==> src/rtl/bcd_sched_pkg.sv <==
// Shared constants, state encoding and sign/magnitude helper for the BCD channel scheduler.
package bcd_sched_pkg;

  localparam int unsigned NUM_CH  = 8;
  localparam int unsigned IN_W    = 16;
  localparam int unsigned DEC_W   = 20;
  localparam int unsigned BCD_LAT = 3;
  localparam int unsigned CH_W    = $clog2(NUM_CH);
  // Tag layout: {valid, ch_idx, sign}
  localparam int unsigned TAG_W   = CH_W + 2;
  localparam int unsigned DRAIN_W = $clog2(BCD_LAT + 1);

  typedef enum logic [1:0] {
    StIdle,
    StIssue,
    StDrain,
    StDone
  } state_e;

  // -32768 maps to magnitude 16'h8000, which fits as unsigned, so no saturation.
  function automatic logic [IN_W:0] to_sign_mag(input logic [IN_W-1:0] s);
    logic [IN_W-1:0] mag;
    mag = s[IN_W-1] ? (~s + 1'b1) : s;
    return {s[IN_W-1], mag};
  endfunction

endpackage

==> src/rtl/bcd_tag_pipe.sv <==
// Fixed-depth delay line that carries per-issue tags alongside the shared converter.
module bcd_tag_pipe #(
  parameter int unsigned Depth = 3,
  parameter int unsigned Width = 5
) (
  input  logic             clk,
  input  logic             rst_n,
  input  logic [Width-1:0] tag,
  output logic [Width-1:0] tag_dly
);

  logic [Width-1:0] stage_q [Depth];

  always_ff @(posedge clk) begin
    if (!rst_n) begin
      for (int i = 0; i < Depth; i++) stage_q[i] <= '0;
    end else begin
      stage_q[0] <= tag;
      for (int i = 1; i < Depth; i++) stage_q[i] <= stage_q[i-1];
    end
  end

  assign tag_dly = stage_q[Depth-1];

endmodule

==> src/rtl/bcd_channel_scheduler.sv <==
// Issues one snapshotted channel per cycle to a shared pipelined hex-to-BCD converter and
// collects the tagged results into a per-channel {sign, BCD} bank.
module bcd_channel_scheduler
  import bcd_sched_pkg::*;
(
  input  logic                         clk,
  input  logic                         rst_n,
  input  logic                         ad_valid,
  input  logic [NUM_CH*IN_W-1:0]       ad_data,
  output logic [IN_W:0]                bcd_hex,
  input  logic [DEC_W-1:0]             bcd_dec,
  output logic [NUM_CH*(DEC_W+1)-1:0]  dec_bank,
  output logic                         busy,
  output logic                         frame_done,
  output logic                         overrun,
  input  logic                         overrun_clr
);

  state_e             state_q, state_d;
  logic [CH_W-1:0]    ch_idx_q;
  logic [DRAIN_W-1:0] drain_cnt_q;
  logic [IN_W-1:0]    snap_q [NUM_CH];
  logic [DEC_W:0]     bank_q [NUM_CH];
  logic               overrun_q;
  logic [TAG_W-1:0]   tag, tag_dly;
  logic               issuing;

  assign issuing = (state_q == StIssue);

  always_comb begin
    state_d = state_q;
    unique case (state_q)
      StIdle:  if (ad_valid) state_d = StIssue;
      StIssue: if (ch_idx_q == CH_W'(NUM_CH - 1)) state_d = StDrain;
      StDrain: if (drain_cnt_q == DRAIN_W'(BCD_LAT - 1)) state_d = StDone;
      StDone:  state_d = StIdle;
      default: state_d = StIdle;
    endcase
  end

  always_ff @(posedge clk) begin
    if (!rst_n) begin
      state_q     <= StIdle;
      ch_idx_q    <= '0;
      drain_cnt_q <= '0;
      overrun_q   <= 1'b0;
    end else begin
      state_q     <= state_d;
      ch_idx_q    <= issuing ? ch_idx_q + 1'b1 : '0;
      drain_cnt_q <= (state_q == StDrain) ? drain_cnt_q + 1'b1 : '0;
      // A rejected strobe beats a same-cycle clear.
      if (ad_valid && state_q != StIdle) overrun_q <= 1'b1;
      else if (overrun_clr)              overrun_q <= 1'b0;
    end
  end

  always_ff @(posedge clk) begin
    if (state_q == StIdle && ad_valid) begin
      for (int i = 0; i < NUM_CH; i++) snap_q[i] <= ad_data[i*IN_W +: IN_W];
    end
  end

  always_comb begin
    bcd_hex = '0;
    if (issuing) bcd_hex = to_sign_mag(snap_q[ch_idx_q]);
  end

  assign tag = {issuing, ch_idx_q, bcd_hex[IN_W]};

  bcd_tag_pipe #(
    .Depth (BCD_LAT),
    .Width (TAG_W)
  ) u_tag_pipe (
    .clk     (clk),
    .rst_n   (rst_n),
    .tag     (tag),
    .tag_dly (tag_dly)
  );

  always_ff @(posedge clk) begin
    if (!rst_n) begin
      for (int i = 0; i < NUM_CH; i++) bank_q[i] <= '0;
    end else if (tag_dly[TAG_W-1]) begin
      bank_q[tag_dly[CH_W:1]] <= {tag_dly[0], bcd_dec};
    end
  end

  always_comb begin
    dec_bank = '0;
    for (int i = 0; i < NUM_CH; i++) dec_bank[i*(DEC_W+1) +: DEC_W+1] = bank_q[i];
  end

  assign busy       = (state_q != StIdle);
  assign frame_done = (state_q == StDone);
  assign overrun    = overrun_q;

endmodule

==> config.mk <==
export PLATFORM = sky130hd
export DESIGN_NAME = bcd_channel_scheduler
export DESIGN_NICKNAME = d
export VERILOG_FILES = /design/src/rtl/bcd_sched_pkg.sv /design/src/rtl/bcd_tag_pipe.sv /design/src/rtl/bcd_channel_scheduler.sv
export SDC_FILE = /design/constraint.sdc
export NUM_CORES = 1
export LEC_CHECK = 0
export ABC_CLOCK_PERIOD_IN_PS = 10600
export CORE_ASPECT_RATIO = 0.9
export CORE_UTILIZATION = 48
export CTS_CLUSTER_SIZE = 28
export DETAILED_ROUTE_END_ITERATION = 10
export PLACE_DENSITY_LB_ADDON = 0.12
export SLEW_MARGIN = 0
export SYNTH_ARGS = -nofsm -noshare
export SYNTH_HDL_FRONTEND = slang
export SYNTH_SLANG_ARGS = --single-unit
==> constraint.sdc <==
create_clock -name clk -period 10.6 [get_ports clk]
set_input_delay 2.12 -clock clk [delete_from_list [all_inputs] [get_ports clk]]
set_output_delay 2.12 -clock clk [all_outputs]
set_load 0.02 [all_outputs]
==> results by group <==
Critical path
  – Critical path launch point type: flip-flop
  – CP endpoint kind: output port
  – Critical path data required time: between 8 and 9 ns
  – Capturing point of the worst reg2reg path: bank_q[0][13]$_SDFFCE_PN0P_
  – Data arrival time of the critical path: 4.09 ns
  – Worst r2r src: u_tag_pipe.stage_q[0][12]$_SDFF_PN0_
  – Highest net fanout along the worst path: 27
  – Setup slack on the worst flop-to-flop path: 7.85 ns
  – Critical path class: flip-flop to output port
  – Number of cells on the worst reg-to-reg path: 3

Die
  – Die width: 171 um
  – Count of boundary I/O pins: 340
  – Height of the chip: 154 um
  – Placeable core region: 25,300 um^2
  – DIE AREA: around 26,000 um^2
  – Number of core rows: 55
  – Effective utilization at floorplan: 0.491

Route
  – Number of violations reported at the end of detailed-routing iteration 0: 442
  – Length of the first detailed-routing pass in iterations: 5
  – Wirelength per Cell: 19.5 um
  – DR vias/cell: ~5.0
  – Wirelength, routed: roughly 28 mm
  – Vias: slightly above 7,000
  – DRC viols: 0
  – Post-route ant nets: 0

Power
  – Pwr/cell area: around 190 nW/um^2
  – Pleak: 6.09 nW
  – Proportion of power drawn by flip-flops and latches: 0.492
  – Peak VDD IR: 0.000128 V
  – Total power: between 3 and 4 mW
  – Cell Int Power: 2.44 mW
  – Part of the total power dissipated in the clock network: 0.326
  – Combinational share of power: 0.182
  – Switching share of total power: 0.254
  – Switching component of the power: between 800 and 900 uW

Clock network
  – CTS tree: done
  – Clock Tree Buf Depth: 3
  – Clock transition at the register clock pins on the worst setup and hold paths after CTS: around 0.060 ns
  – Post-cts sizing count: 0
  – Clk Tree Root Cell: clkbuf_16
  – H-tree depth: 2
  – Total CTS buffers: 34
  – Hold buffer count at CTS: 0
  – Total setup buffers inserted after CTS: 0
  – Latest clock arrival within the worst-skew pair: approximately 0.51 ns
  – Clock tree sinks: 319

STA
  – Post-route minimum period: a little over 6 ns
  – Remaining max-slew budget at the tightest pin: 0.188
  – Transition at the pin with the smallest max-transition slack: 1.22 ns
  – Unrepaired setup endpoints after global routing: no
  – Worst setup skew after layout: 0.0211 ns
  – Final max-slew violation count: 0
  – Post-route clock period utilization: 0.585
  – Hold violation total from the final report: 0
  – Maximum clock frequency: about 160 MHz
  – Sum of negative setup slack: 0 ns
  – Setup WS post-layout: 4.39 ns
  – Setup violators final: 0

Layout
  – Final non-filler cell total: 1,419
  – Number of nets in the finished design: 1,215
  – Most frequent standard cell in the layout excluding fill and tap cells: clkdlybuf4s50_1
  – Synth-to-Final Area Change: 38.5%
  – Layout cells sized above 1: 0.0975
  – Commonest cells after routing, fill and taps aside: 339 x clkdlybuf4s50_1, 296 x edfxtp_1, 184 x and2_1, 34 x clkbuf_16, 28 x nor2_1
  – Diodes inserted: 0
  – Summed area of non-filler cells in the final layout: around 17,000 um^2

Yosys
  – Post-Syn Area: 12,400 um^2
  – Number of enable-type register cells in the synthesized netlist: 296
  – Post-synthesis cell count: 700
  – Largest family of logic cells by synthesized area: simple AND/OR/NAND/NOR gates
  – Most frequently used flop master after synthesis: edfxtp_1
  – Post-synth ARST share: 0
  – Synthesized Nets: 860
  – Simple-gate share of the synthesized area: 0.120
  – Synthesized-area fraction occupied by ao, oa, aoi and oai cells: 0.0123
  – Flip-flop and latch count after synthesis: 319
  – Post-synthesis share of cell area spent on full adders, half adders and majority gates: 0.00808
  – Area share of xor/xnor cells in the synthesized design: 0.00636
  – Number of distinct standard cells referenced by the synthesized netlist: 45
  – Fraction of synthesized area in multiplexers: 0.0831
  – Mean area per synthesized cell: 17.7 um^2
  – Share of synthesized area occupied by flip-flops and latches: 0.754
  – Count of synthesis-stage warnings from yosys: 0

Placement
  – I/O Buffers: 339
  – Placed cell count: around 1,400
  – Weighted congestion reported at the end of routability-driven placement: 0.821
  – Worst slack, placed: 4.70 ns
  – Post-DP HPWL: between 15 and 20 mm
  – Placed Instance Area: 16,200 um^2

GRT
  – Antenna violations before repair: 0
  – Number of global-route vias before repair: 7,087
  – Global route overflow: 0
  – Pin count of the biggest net entering global routing: between 80 and 90
  – GRT Util Overall: 0.210
  – First-pass GRT wire length: 41.1 mm

Run
  – Max capacitance violation total: 0

Hold path
  – Worst Hold Class: flip-flop to flip-flop
  – Hold path cells: 1
  – Hold path endpoint: u_tag_pipe.stage_q[0][10]$_SDFF_PN0_
  – Launch instance of the worst min-delay path: u_tag_pipe.stage_q[0][5]$_SDFF_PN0_

Status
  – Outcome: completed
[stage by stage]
stage,utilization,hold slack [ns]
after floorplan,-,0.391
after global placement,0.640,0.399
after detailed placement,0.640,0.407
after CTS,0.680,0.420
after global routing,0.680,0.440
final,0.680,0.419
[cell families after synthesis]
logic type	Yosys count
buffers and inverters	39
AO/OA/AOI/OAI	22
multiplexers	52
flip-flops	319
XOR/XNOR	9
AND/OR/NAND/NOR	251
adder cells (fa/ha/maj)	8
[cell usage after synthesis, drive strengths merged, types with 3 or more instances]
library cell    n  area [um^2]
edfxtp        296         8890
and2          184         1150
mux4           32          762
nor2           29          109
dfxtp          23          460
clkbuf         20         75.1
mux2i          18          245
buf            10         91.3
inv             9         33.8
nand2           9         36.3
ha              8          100
o21ai           8         40.0
nand3           6         30.0
nor3            6         35.0
xor2            5         43.8
nand2b          4         25.0
o31ai           4         35.0
xnor2           4         35.0
and3            3         18.8
[final cells by class]
type | count | area [um^2]
timing repair buffer | 349 | 3470
clock inverter | 18 | 124
fill | 1735 | 8090
tap | 342 | 428
sequential | 319 | 9350
multi-input combinational | 342 | 2890
clock buffer | 40 | 873
inverter | 9 | 33.8
[critical path: stages (launching register included)]
cell             delay (ns)
dfxtp_2                0.99
mux4_1                 0.66
mux2i_1                0.38
nand4_2                0.24
nor4_2                 0.34
nor3_1                 0.10
nor3_2                 0.24
clkdlybuf4s50_1        0.64
[registers in the layout, summed over array words and instances, names as in the netlist]
signal              cells
state_q                 2
bank_q                168
u_tag_pipe.stage_q     15
overrun                 1
snap_q                128
ch_idx_q                3
drain_cnt_q             2
[worst max-delay path by stage]
| stage | from | to | cells past startpoint |
|---|---|---|---|
| after CTS | ch_idx_q[1]$_SDFF_PN0_ | bcd_hex[14] | 7 |
| after floorplan | ad_valid | snap_q[0][0]$_DFFE_PP_ | 2 |
| final | ch_idx_q[1]$_SDFF_PN0_ | bcd_hex[14] | 7 |
| after global placement | rst_n | bank_q[2][13]$_SDFFCE_PN0P_ | 4 |
| after detailed placement | rst_n | bank_q[2][11]$_SDFFCE_PN0P_ | 4 |
| after global routing | ch_idx_q[1]$_SDFF_PN0_ | bcd_hex[14] | 7 |
[metal layers]
layer | GRT usage | vias up | wire length, um
met5 | 0 | - | 0
met4 | 0.0497 | 0 | 404
met3 | 0.0519 | 32 | 2120
met2 | 0.357 | 279 | 13800
met1 | 0.272 | 3453 | 11400
li1 | - | 3306 | -
[power by group through the flow]
stage	clock network (mW)	logic [mW]	registers (mW)
final	1.07	0.595	1.61
after global routing	1.14	0.639	1.62
after CTS	1.09	0.603	1.61
after detailed placement	0	0.599	1.64
after global placement	0	0.593	1.63
after floorplan	0	0.326	1.67
Note: power is estimated with default switching activity, not from simulation.
